--- config.mk ---
export PLATFORM = sky130hd
export DESIGN_NAME = aes_block_sequencer_flat
export DESIGN_NICKNAME = d
export VERILOG_FILES = /design/src/rtl/aes_block_sequencer_if.sv /design/src/rtl/aes_block_sequencer.sv /design/src/flat_wrapper.sv
export SDC_FILE = /design/constraint.sdc
export NUM_CORES = 1
export LEC_CHECK = 0
export ABC_AREA = 1
export CAP_MARGIN = 20
export CORE_AREA = 5 5 410 412
export DETAILED_ROUTE_END_ITERATION = 7
export DIE_AREA = 0 0 415 417
export GPL_TIMING_DRIVEN = 0
export PLACE_DENSITY = 0.55
export SLEW_MARGIN = 20
export SYNTH_ARGS = -nofsm -noshare
export SYNTH_HDL_FRONTEND = slang
export SYNTH_SLANG_ARGS = --single-unit
--- constraint.sdc ---
create_clock -name clk -period 3.7 [get_ports clk]
set_input_delay 0.555 -clock clk [delete_from_list [all_inputs] [get_ports clk]]
set_output_delay 0.555 -clock clk [all_outputs]
set_load 0.05 [all_outputs]
--- src/rtl/aes_block_sequencer_if.sv ---
// aes_block_sequencer_if: key, plaintext, core and ciphertext signals
// of the AES block sequencer, bundled into one port.
interface aes_block_sequencer_if #(
    parameter int NK    = 8,
    parameter int DEPTH = 4
);
    localparam int CW = $clog2(DEPTH + 1);

    logic [32*NK-1:0] key_in;
    logic             key_load;
    logic             key_ready;
    logic [127:0]     pt_data;
    logic             pt_valid;
    logic             pt_ready;
    logic [127:0]     msg_out;
    logic [32*NK-1:0] key_out;
    logic             msg_valid;
    logic             core_done;
    logic [127:0]     core_data;
    logic [127:0]     ct_data;
    logic             ct_valid;
    logic             ct_ready;
    logic [CW-1:0]    fifo_count;
    logic [15:0]      blocks_done;
    logic             timeout_err;

    modport slave (
        input  key_in, key_load, pt_data, pt_valid,
        input  core_done, core_data, ct_ready,
        output key_ready, pt_ready, msg_out, key_out,
        output msg_valid, ct_data, ct_valid,
        output fifo_count, blocks_done, timeout_err
    );

    modport master (
        output key_in, key_load, pt_data, pt_valid,
        output core_done, core_data, ct_ready,
        input  key_ready, pt_ready, msg_out, key_out,
        input  msg_valid, ct_data, ct_valid,
        input  fifo_count, blocks_done, timeout_err
    );
endinterface

--- src/rtl/aes_block_sequencer.sv ---
// aes_block_sequencer: plaintext FIFO + key holder feeding the AES core.
// Optional WAIT watchdog enabled by defining AES_SEQ_TIMEOUT_EN.
module aes_block_sequencer #(
    parameter int NK             = 8,
    parameter int NB             = 4,
    parameter int DEPTH          = 4,
    parameter int TIMEOUT_CYCLES = 4096
) (
    input  logic                 clk,
    input  logic                 rst,
    aes_block_sequencer_if.slave bus
);
    localparam int DW = 32 * NB;
    localparam int KW = 32 * NK;
    localparam int AW = $clog2(DEPTH);
    localparam int CW = $clog2(DEPTH + 1);

    if ((DEPTH < 2) || ((DEPTH & (DEPTH - 1)) != 0) ||
        (TIMEOUT_CYCLES < 2) || (NB != 4)) begin : g_cfg_err
        $error("aes_block_sequencer: unsupported parameters");
    end

    typedef enum logic [1:0] {
        S_IDLE,
        S_WAIT,
        S_DRAIN
    } state_e;

    state_e        state_q, state_d;
    logic [DW-1:0] mem_q [DEPTH];
    logic [AW-1:0] wp_q, wp_d;
    logic [AW-1:0] rp_q, rp_d;
    logic [CW-1:0] cnt_q, cnt_d;
    logic [DW-1:0] msg_q, msg_d;
    logic [KW-1:0] key_q, key_d;
    logic [DW-1:0] ct_q, ct_d;
    logic          mv_q, mv_d;
    logic          cv_q, cv_d;
    logic [15:0]   done_q, done_d;
    logic          pt_rdy;
    logic          push;
    logic          pop;
`ifdef AES_SEQ_TIMEOUT_EN
    logic [15:0]   wcnt_q, wcnt_d;
    logic          terr_q, terr_d;
`endif

    assign pt_rdy = (cnt_q != CW'(DEPTH));
    assign push   = bus.pt_valid & pt_rdy;

    // Next-state: issue from FIFO, wait for core, drain ciphertext
    always_comb begin
        state_d = state_q;
        msg_d   = msg_q;
        key_d   = key_q;
        ct_d    = ct_q;
        mv_d    = mv_q;
        cv_d    = cv_q;
        done_d  = done_q;
        pop     = 1'b0;
`ifdef AES_SEQ_TIMEOUT_EN
        wcnt_d  = wcnt_q;
        terr_d  = terr_q;
`endif
        unique case (state_q)
            S_IDLE: begin
                if (bus.key_load) begin
                    key_d = bus.key_in;
                end
                if (cnt_q != '0) begin
                    pop     = 1'b1;
                    msg_d   = mem_q[rp_q];
                    mv_d    = 1'b1;
                    state_d = S_WAIT;
`ifdef AES_SEQ_TIMEOUT_EN
                    wcnt_d  = '0;
`endif
                end
            end
            S_WAIT: begin
                if (bus.core_done) begin
                    ct_d    = bus.core_data;
                    cv_d    = 1'b1;
                    mv_d    = 1'b0;
                    state_d = S_DRAIN;
`ifdef AES_SEQ_TIMEOUT_EN
                end else if (wcnt_q == 16'(TIMEOUT_CYCLES - 1)) begin
                    mv_d    = 1'b0;
                    terr_d  = 1'b1;
                    state_d = S_IDLE;
                end else begin
                    wcnt_d  = wcnt_q + 16'd1;
`endif
                end
            end
            S_DRAIN: begin
                if (bus.ct_ready) begin
                    cv_d    = 1'b0;
                    done_d  = done_q + 16'd1;
                    state_d = S_IDLE;
                end
            end
            default: begin
                state_d = S_IDLE;
            end
        endcase
        wp_d  = push ? wp_q + AW'(1) : wp_q;
        rp_d  = pop ? rp_q + AW'(1) : rp_q;
        cnt_d = cnt_q + CW'(push) - CW'(pop);
    end

    // FIFO storage written on an accepted push
    always_ff @(posedge clk or negedge rst) begin
        if (!rst) begin
            for (int i = 0; i < DEPTH; i++) begin
                mem_q[i] <= '0;
            end
        end else if (push) begin
            mem_q[wp_q] <= bus.pt_data;
        end
    end

    // Control and output registers
    always_ff @(posedge clk or negedge rst) begin
        if (!rst) begin
            state_q <= S_IDLE;
            wp_q    <= '0;
            rp_q    <= '0;
            cnt_q   <= '0;
            msg_q   <= '0;
            key_q   <= '0;
            ct_q    <= '0;
            mv_q    <= 1'b0;
            cv_q    <= 1'b0;
            done_q  <= '0;
        end else begin
            state_q <= state_d;
            wp_q    <= wp_d;
            rp_q    <= rp_d;
            cnt_q   <= cnt_d;
            msg_q   <= msg_d;
            key_q   <= key_d;
            ct_q    <= ct_d;
            mv_q    <= mv_d;
            cv_q    <= cv_d;
            done_q  <= done_d;
        end
    end

`ifdef AES_SEQ_TIMEOUT_EN
    // Watchdog counter and sticky error flag
    always_ff @(posedge clk or negedge rst) begin
        if (!rst) begin
            wcnt_q <= '0;
            terr_q <= 1'b0;
        end else begin
            wcnt_q <= wcnt_d;
            terr_q <= terr_d;
        end
    end
    assign bus.timeout_err = terr_q;
`else
    assign bus.timeout_err = 1'b0;
`endif

    assign bus.key_ready   = (state_q == S_IDLE);
    assign bus.pt_ready    = pt_rdy;
    assign bus.msg_out     = msg_q;
    assign bus.key_out     = key_q;
    assign bus.msg_valid   = mv_q;
    assign bus.ct_data     = ct_q;
    assign bus.ct_valid    = cv_q;
    assign bus.fifo_count  = cnt_q;
    assign bus.blocks_done = done_q;
endmodule

--- src/flat_wrapper.sv ---
// flat-port wrapper written by rule: the top's interface ports become plain ports
module aes_block_sequencer_flat 
#(
    parameter int NK             = 8,
    parameter int NB             = 4,
    parameter int DEPTH          = 4,
    parameter int TIMEOUT_CYCLES = 4096
)
  (clk, rst, bus_key_in, bus_key_load, bus_pt_data, bus_pt_valid, bus_core_done, bus_core_data, bus_ct_ready, bus_key_ready, bus_pt_ready, bus_msg_out, bus_key_out, bus_msg_valid, bus_ct_data, bus_ct_valid, bus_fifo_count, bus_blocks_done, bus_timeout_err);
  aes_block_sequencer_if #(.NK(NK), .DEPTH(DEPTH)) bus_i ();
  input  logic clk;
  input  logic rst;
  input wire logic [$bits(bus_i.key_in)-1:0] bus_key_in;
  input wire logic [$bits(bus_i.key_load)-1:0] bus_key_load;
  input wire logic [$bits(bus_i.pt_data)-1:0] bus_pt_data;
  input wire logic [$bits(bus_i.pt_valid)-1:0] bus_pt_valid;
  input wire logic [$bits(bus_i.core_done)-1:0] bus_core_done;
  input wire logic [$bits(bus_i.core_data)-1:0] bus_core_data;
  input wire logic [$bits(bus_i.ct_ready)-1:0] bus_ct_ready;
  output wire logic [$bits(bus_i.key_ready)-1:0] bus_key_ready;
  output wire logic [$bits(bus_i.pt_ready)-1:0] bus_pt_ready;
  output wire logic [$bits(bus_i.msg_out)-1:0] bus_msg_out;
  output wire logic [$bits(bus_i.key_out)-1:0] bus_key_out;
  output wire logic [$bits(bus_i.msg_valid)-1:0] bus_msg_valid;
  output wire logic [$bits(bus_i.ct_data)-1:0] bus_ct_data;
  output wire logic [$bits(bus_i.ct_valid)-1:0] bus_ct_valid;
  output wire logic [$bits(bus_i.fifo_count)-1:0] bus_fifo_count;
  output wire logic [$bits(bus_i.blocks_done)-1:0] bus_blocks_done;
  output wire logic [$bits(bus_i.timeout_err)-1:0] bus_timeout_err;
  assign bus_i.key_in = bus_key_in;
  assign bus_i.key_load = bus_key_load;
  assign bus_i.pt_data = bus_pt_data;
  assign bus_i.pt_valid = bus_pt_valid;
  assign bus_i.core_done = bus_core_done;
  assign bus_i.core_data = bus_core_data;
  assign bus_i.ct_ready = bus_ct_ready;
  assign bus_key_ready = bus_i.key_ready;
  assign bus_pt_ready = bus_i.pt_ready;
  assign bus_msg_out = bus_i.msg_out;
  assign bus_key_out = bus_i.key_out;
  assign bus_msg_valid = bus_i.msg_valid;
  assign bus_ct_data = bus_i.ct_data;
  assign bus_ct_valid = bus_i.ct_valid;
  assign bus_fifo_count = bus_i.fifo_count;
  assign bus_blocks_done = bus_i.blocks_done;
  assign bus_timeout_err = bus_i.timeout_err;
  aes_block_sequencer #(.NK(NK), .NB(NB), .DEPTH(DEPTH), .TIMEOUT_CYCLES(TIMEOUT_CYCLES)) u_core (.clk(clk), .rst(rst), .bus(bus_i));
endmodule
==> results of run 1 <==
-- cells in the mapped netlist, drive strengths merged, types with 3 or more instances --
| master | count |
|---|---|
| a21oi | 129 |
| nand3 | 9 |
| xnor2 | 5 |
| dfrtp | 1051 |
| nor2 | 153 |
| a31oi | 128 |
| mux2 | 256 |
| nor3 | 3 |
| inv | 286 |
| nand4 | 4 |
| o21ai | 643 |
| nand2 | 1322 |
| o211ai | 128 |
| ha | 7 |
| buf | 193 |
| xor2 | 9 |
| clkbuf | 119 |
-- worst register-to-register path, cell delays in order (launching register included) --
cell	delay [ns]
dfrtp_1	0.43
nor2_1	0.07
nand2_1	0.35
nand2_2	0.31
inv_2	0.23
buf_4	0.37
buf_2	0.34
ha_1	0.28
inv_1	0.06
ha_1	0.13
inv_1	0.04
fa_1	0.38
xnor2_1	0.17
xor2_1	0.18
-- final cells by class --
cell class              instances  area share (%)
repair buffers               1063            17.8
diodes                         23          0.0944
flip-flops and latches       1051            43.1
inverters                     286            1.76
multi-input cells            2799            23.6
clock buffers                 186            5.91
well taps                    2189            4.49
clock inverters                35           0.749
plain buffers                 312            2.47
-- report_power, final --
group          internal, W  leakage (nW)  total (W)  switching, W
logic               0.0104          12.4     0.0335        0.0231
registers           0.0171          12.7     0.0200       0.00284
clock network      0.00704          1.99     0.0122       0.00514
total               0.0345          27.2     0.0656        0.0311
-- flip-flops by register name, indices dropped and copies added, names as in the netlist, 2 cells and up --
signal                  flops
u_core.mem_q              512
u_core.bus.key_out        256
u_core.bus.ct_data        128
u_core.bus.msg_out        128
u_core.bus.blocks_done     16
u_core.bus.fifo_count       3
u_core.rp_q                 2
u_core.state_q              2
u_core.wp_q                 2
-- worst paths after layout --
kind,cells past startpoint,end,start
setup reg to reg,13,u_core.bus.fifo_count[2],u_core.bus.fifo_count[1]
max in group asynchronous,6,u_core.bus.key_out[9],rst
setup / recovery,13,u_core.bus.fifo_count[2],u_core.bus.fifo_count[1]
hold reg to reg,2,u_core.bus.ct_valid,u_core.bus.ct_valid
hold / removal,3,u_core.bus.ct_data[85],bus_core_data[85]
min in group asynchronous,2,u_core.mem_q[121],rst
-- per-layer routing --
metal  global-route usage [%]  share of wire [%]  wire (µm)
met5                        0              0.064        114
met4                     8.31                4.0       7170
met3                     4.86                7.3      13100
met2                     34.3                 50      89500
met1                     23.6                 39      69100
-- timing repair --
item / CTS / global route
hold buffers: 1 / 0
endpoints found under the hold margin: 73 / 0
gates resized for setup: 1 / 0
endpoints found under the setup margin: 1 / 0
-- through the flow --
step,power [W],hold WS [ns],std cells
after global routing,0.0692,0.305,7936
after floorplan,0.0401,0.259,4448
final,0.0656,0.349,7944
after CTS,0.0663,0.255,7920
after detailed placement,0.0539,0.464,7698
after global placement,0.0537,0.456,7689
-- logic make-up (layout without fill, tap and decap cells) --
group,after synthesis,after routing,share of synthesized area (%)
other,1,24,0.00866
flip-flops,1051,1051,60.8
XOR/XNOR,14,14,0.283
multiplexers,256,256,6.66
buffers and inverters,598,1882,5.96
adder cells (fa/ha/maj),8,8,0.249
AO/OA/AOI/OAI,1029,1029,13.0
AND/OR/NAND/NOR,1491,1491,13.1
==> run metrics, run 1 <==
commonest cells after routing, fill and taps aside=nand2_1, clkdlybuf4s50_1, dfrtp_1, o21ai_0, inv_1; Post-synth ARST share=100%; unrepaired setup endpoints after global routing=false; number of warnings printed during yosys synthesis=0; critical path fanouts, max=10; crit path setup slack, layout=between 0.2 and 0.3 ns; worst-margin pin slew=1.20 ns; Total Routing Usage GR=19.8%; standard cell with the maximum stage delay on the critical path=dfrtp_1; average cell area after synthesis=9.73 µm²; CP endpoint kind=register; Initial Utilization=26.4%; number of failing setup endpoints in the final timing report=0; buffers from clock root to sink, at most=3; Area Overhead vs Synth=40.8%; #FFs+latches synth=around 1100; 1st-pass router iterations=5; Min Clock Period, post-route=around 3.4 ns; overflow left after global routing=0; worst endpoint data arrival time=just over 4 ns; FMAX=292 MHz; number of buffers inserted during clock tree synthesis=118; Die Span Y=around 420 µm; antenna-violating nets left=0; number of design-rule violations left by the first detailed-router iteration=2994; total of fill cells in the finished design=around 17000; final HPWL from detailed placement=135 mm; placeable core area=164000 µm²; via count of the first global-routing pass=36821; largest net degree at the start of global routing=145; Die X=roughly 420 µm; CTS Sinks=1051; count of flip-flops with a built-in enable after synthesis=0; number of unique standard cell types used by synthesis=32; area taken by multi-input logic gates=14400 µm²; wirelength, routed=179 mm; cell taking the most area after synthesis=dfrtp_1; Routability Congestion=0.838; worst stage delay on the critical path=0.43 ns; PD cells=about 1100 nW/µm²; number of nets in the finished design=6157; # port buffers=between 1000 and 1500; maximum VDD drop=709 µV; die footprint=173000 µm²; number of buffers inserted to repair setup after CTS=0; WL per Instance=22.5 µm; critical path launch point type=register; delay-heaviest family, CP=buffers and inverters; most common cell after layout, fill and taps aside=nand2_1; worst-case headroom to the max-slew limit=a little over 20%; sequential-to-total area share from yosys stat=60.8%; classification of the worst setup path=register to register; leakage power=27.2 nW; core occupancy in the finished layout=37.2%; clock latency reported for the late side of the worst-skew pair=0.78 ns; maximum capacitance violations=0; Max H-tree Level=3; internal reg-to-reg setup slack=about 0.28 ns; outcome=completed; Mapped Nets=4974; cell at the root of the clock tree=clkbuf_16; Design Area, Final=between 60000 and 70000 µm²; count of standard-cell rows=149; placement-stage worst setup slack=-0.0360 ns; total number of vias=36904; number of primary I/O pins=1054; vias per std cell=4.65; antenna violations before repair=46; CP cell instances=nor2_1 -> nand2_1 -> nand2_2 -> inv_2 -> buf_4 -> buf_2 -> ha_1 -> inv_1 -> ha_1 -> inv_1 -> fa_1 -> xnor2_1 -> xor2_1; TNS Setup=0 ns; CTS tree=built; area taken by flip-flops and latches=between 20000 and 30000 µm²; type of the most critical hold path=primary input to register; global-route wire length before repair=259 mm; synth top area cells=dfrtp_1, nand2_1, o21ai_0, mux2_1, inv_1; count of final hold-check violations=0; proportion of layout cells with a drive suffix above 1=between 7 and 8%; number of instances in the synthesized netlist=4448; DRC violations left=0; final max-slew violation count=0; count of buffering cells on the critical path with inverters included=5; post-synthesis instance area=43300 µm²; Required @ worst endpoint=4.36 ns; Synth Flop Type=dfrtp_1; clock-pin slew reported for the worst setup and hold paths after clock tree synthesis=0.06 ns; clock tree skew after final layout=between 0.09 and 0.1 ns; Synth top area share=60.8%; ratio of final minimum period to clock period=approximately 92%; Post-Place Cell Area=56800 µm²
Note: power is estimated with default switching activity, not from simulation.
==> inputs of run 2 (changes only) <==
Settings changed: CAP_MARGIN 20 to 0, CORE_AREA 5 5 410 412 to 5 5 402 404, DIE_AREA 0 0 415 417 to 0 0 407 409, PLACE_DENSITY 0.55 to 0.46.
Clock period 3.7 ns to 3.57 ns, I/O delays scaled along.
==> run metrics, run 2 (synthesis gave the netlist of run 1 again) <==
count of standard-cell rows=146 (-2.0%); proportion of layout cells with a drive suffix above 1=7.37% (-0.023 points); WL per Instance=23.7 µm (+5.0%); maximum VDD drop=633 µV (-11%); outcome=completed; register with the most flip-flops=u_core.mem_q; Total Routing Usage GR=21.5% (+1.6 points); total of fill cells in the finished design=15910 (-4.3%); die footprint=166000 µm² (-3.8%); total number of vias=36475 (-1.2%); antenna violations before repair=47 (+2.2%); clock latency reported for the late side of the worst-skew pair=0.74 ns (-0.04 ns); DRC violations left=0 (unchanged); placeable core area=157000 µm² (-4.0%); TNS Setup=0 ns (unchanged); final max-slew violation count=0 (unchanged); buffers from clock root to sink, at most=3 (unchanged); most common cell after layout, fill and taps aside=nand2_1; standard cell with the maximum stage delay on the critical path=dfrtp_1; Die Span Y=409 µm (-1.9%); number of failing setup endpoints in the final timing report=0 (unchanged); CTS tree=built; final HPWL from detailed placement=137 mm (+1.8%); depth of the worst register-to-register path=13 (unchanged); number of design-rule violations left by the first detailed-router iteration=2679 (-11%); antenna-violating nets left=0 (unchanged); unrepaired setup endpoints after global routing=false; # port buffers=1052 (unchanged); PD cells=1120 nW/µm² (+4.4%); clock tree skew after final layout=0.0364 ns (-0.0548 ns); overflow left after global routing=0 (unchanged); CTS Sinks=1051 (unchanged); via count of the first global-routing pass=36597 (-0.61%); count of final hold-check violations=0 (unchanged); CP cell instances=nor2_4 -> buf_12 -> nand2_2 -> inv_2 -> buf_4 -> buf_2 -> ha_1 -> inv_1 -> ha_1 -> inv_1 -> fa_1 -> xnor2_1 -> xor2_1; largest net degree at the start of global routing=132 (-9.0%); flip-flop count of the largest register, all copies and words added=512 (unchanged); cell at the root of the clock tree=clkbuf_16; core occupancy in the finished layout=38.6% (+1.5 points); worst stage delay on the critical path=0.44 ns (about the same); critical path fanouts, max=10 (unchanged); ratio of final minimum period to clock period=88.6% (-3.9 points); Worst Hold Depth=3 (unchanged); wirelength, routed=185 mm (+3.5%); internal reg-to-reg setup slack=0.41 ns (+0.13 ns); number of primary I/O pins=1054 (unchanged); worst-margin pin slew=1.10 ns (-0.100 ns); Hold Path Origin=bus_core_data[74]; number of nets in the finished design=6161 (+0.065%); leakage power=27.2 nW (about the same); FF-to-FF Start=u_core.state_q[1]; critical path launch point type=register; clock-pin slew reported for the worst setup and hold paths after clock tree synthesis=0.06 ns (about the same); worst-case headroom to the max-slew limit=26.8% (+6.7 points); count of buffering cells on the critical path with inverters included=6 (+1); endpoint of the most critical register-to-register path=u_core.bus.fifo_count[2]; Critical Path Stages=13 (unchanged); Required @ worst endpoint=4.24 ns (-0.12 ns); maximum capacitance violations=0 (unchanged); Max H-tree Level=3 (unchanged); Area Overhead vs Synth=40.5%; CP endpoint kind=register; Routability Congestion=0.844 (+0.73%); delay-heaviest family, CP=buffers and inverters; Die X=407 µm (-1.9%); Min Clock Period, post-route=3.16 ns (-0.260 ns); vias per std cell=4.66 (+0.25%); commonest cells after routing, fill and taps aside=nand2_1, clkdlybuf4s50_1, dfrtp_1, o21ai_0, inv_1; classification of the worst setup path=register to register; 1st-pass router iterations=6 (+1); Initial Utilization=27.5% (+1.1 points); WHS Endpoint=u_core.bus.ct_data[74]; number of buffers inserted during clock tree synthesis=121 (+2.5%); type of the most critical hold path=primary input to register; global-route wire length before repair=264 mm (+2.1%); FMAX=316 MHz (+8.2%); worst endpoint data arrival time=3.83 ns (-0.25 ns)
-- run 2: cell types whose count changed in the layout (fill, tap and decap cells not counted), sizes merged --
cell,previous run,this run
clkbuf,305,309
buf,204,205
clkinv,24,25
inv,290,288
diode,23,24
-- run 2: cell type report --
type,instances,area [µm²],area share [%]
diodes,24,60.1,0.0988
plain buffers,312,1510,2.48
clock buffers,190,3620,5.95
clock inverters,34,434,0.714
inverters,286,1070,1.77
multi-input cells,2799,14400,23.7
flip-flops and latches,1051,26300,43.3
well taps,2072,2590,4.26
repair buffers,1064,10800,17.8
-- run 2: per-layer routing --
layer,track usage [%],wire length [µm],share of wire (%),up-vias
met1,25.4,71800,39,18031
met2,37.1,92200,50,1214
met3,5.86,14700,7.9,232
met5,0,127,0.069,-
li1,-,-,-,16978
met4,7.91,6340,3.4,20
-- run 2: worst max path at each step --
stage	startpoint	end	slack, ns
5_1_grt	u_core.state_q[1]	u_core.bus.fifo_count[2]	0.20
2_1_floorplan	u_core.bus.fifo_count[1]	u_core.bus.fifo_count[2]	0.98
3_3_place_gp	rst	u_core.bus.key_out[23]	-50.86
3_5_place_dp	u_core.state_q[1]	u_core.bus.fifo_count[2]	-0.21
6_report	u_core.state_q[1]	u_core.bus.fifo_count[2]	0.41
4_1_cts	u_core.state_q[1]	u_core.bus.fifo_count[2]	0.34
-- run 2: tightest hold or removal path: cells and delay by family --
| family | cells | cell delay [ns] |
|---|---|---|
| buf+inv | 1 | 0.39 |
| simple gates | 2 | 0.10 |
-- run 2: where the power goes --
part           internal, W  switching [W]
Sequential          0.0177        0.00289
Clock              0.00732        0.00539
Combinational       0.0108         0.0242
-- run 2: metrics by stage --
step	total power (W)	setup slack, ns	hold WS [ns]	instance area (µm²)	cells
finish	0.0683	0.408	0.326	60800	7832
global route	0.0721	0.204	0.289	60800	7823
CTS	0.0692	0.345	0.249	60700	7808
detailed placement	0.0561	-0.210	0.459	56600	7580
global placement	0.0561	-50.86	0.460	56400	7572
floorplan	0.0416	0.983	0.240	43300	4448
-- run 2: what timing repair did --
action / CTS / global route
gates resized for setup: 1 / 0
buffers inserted: 3 / 0
hold buffers: 1 / 0
endpoints found under the setup margin: 2 / 0
hold endpoints to repair: 86 / 0
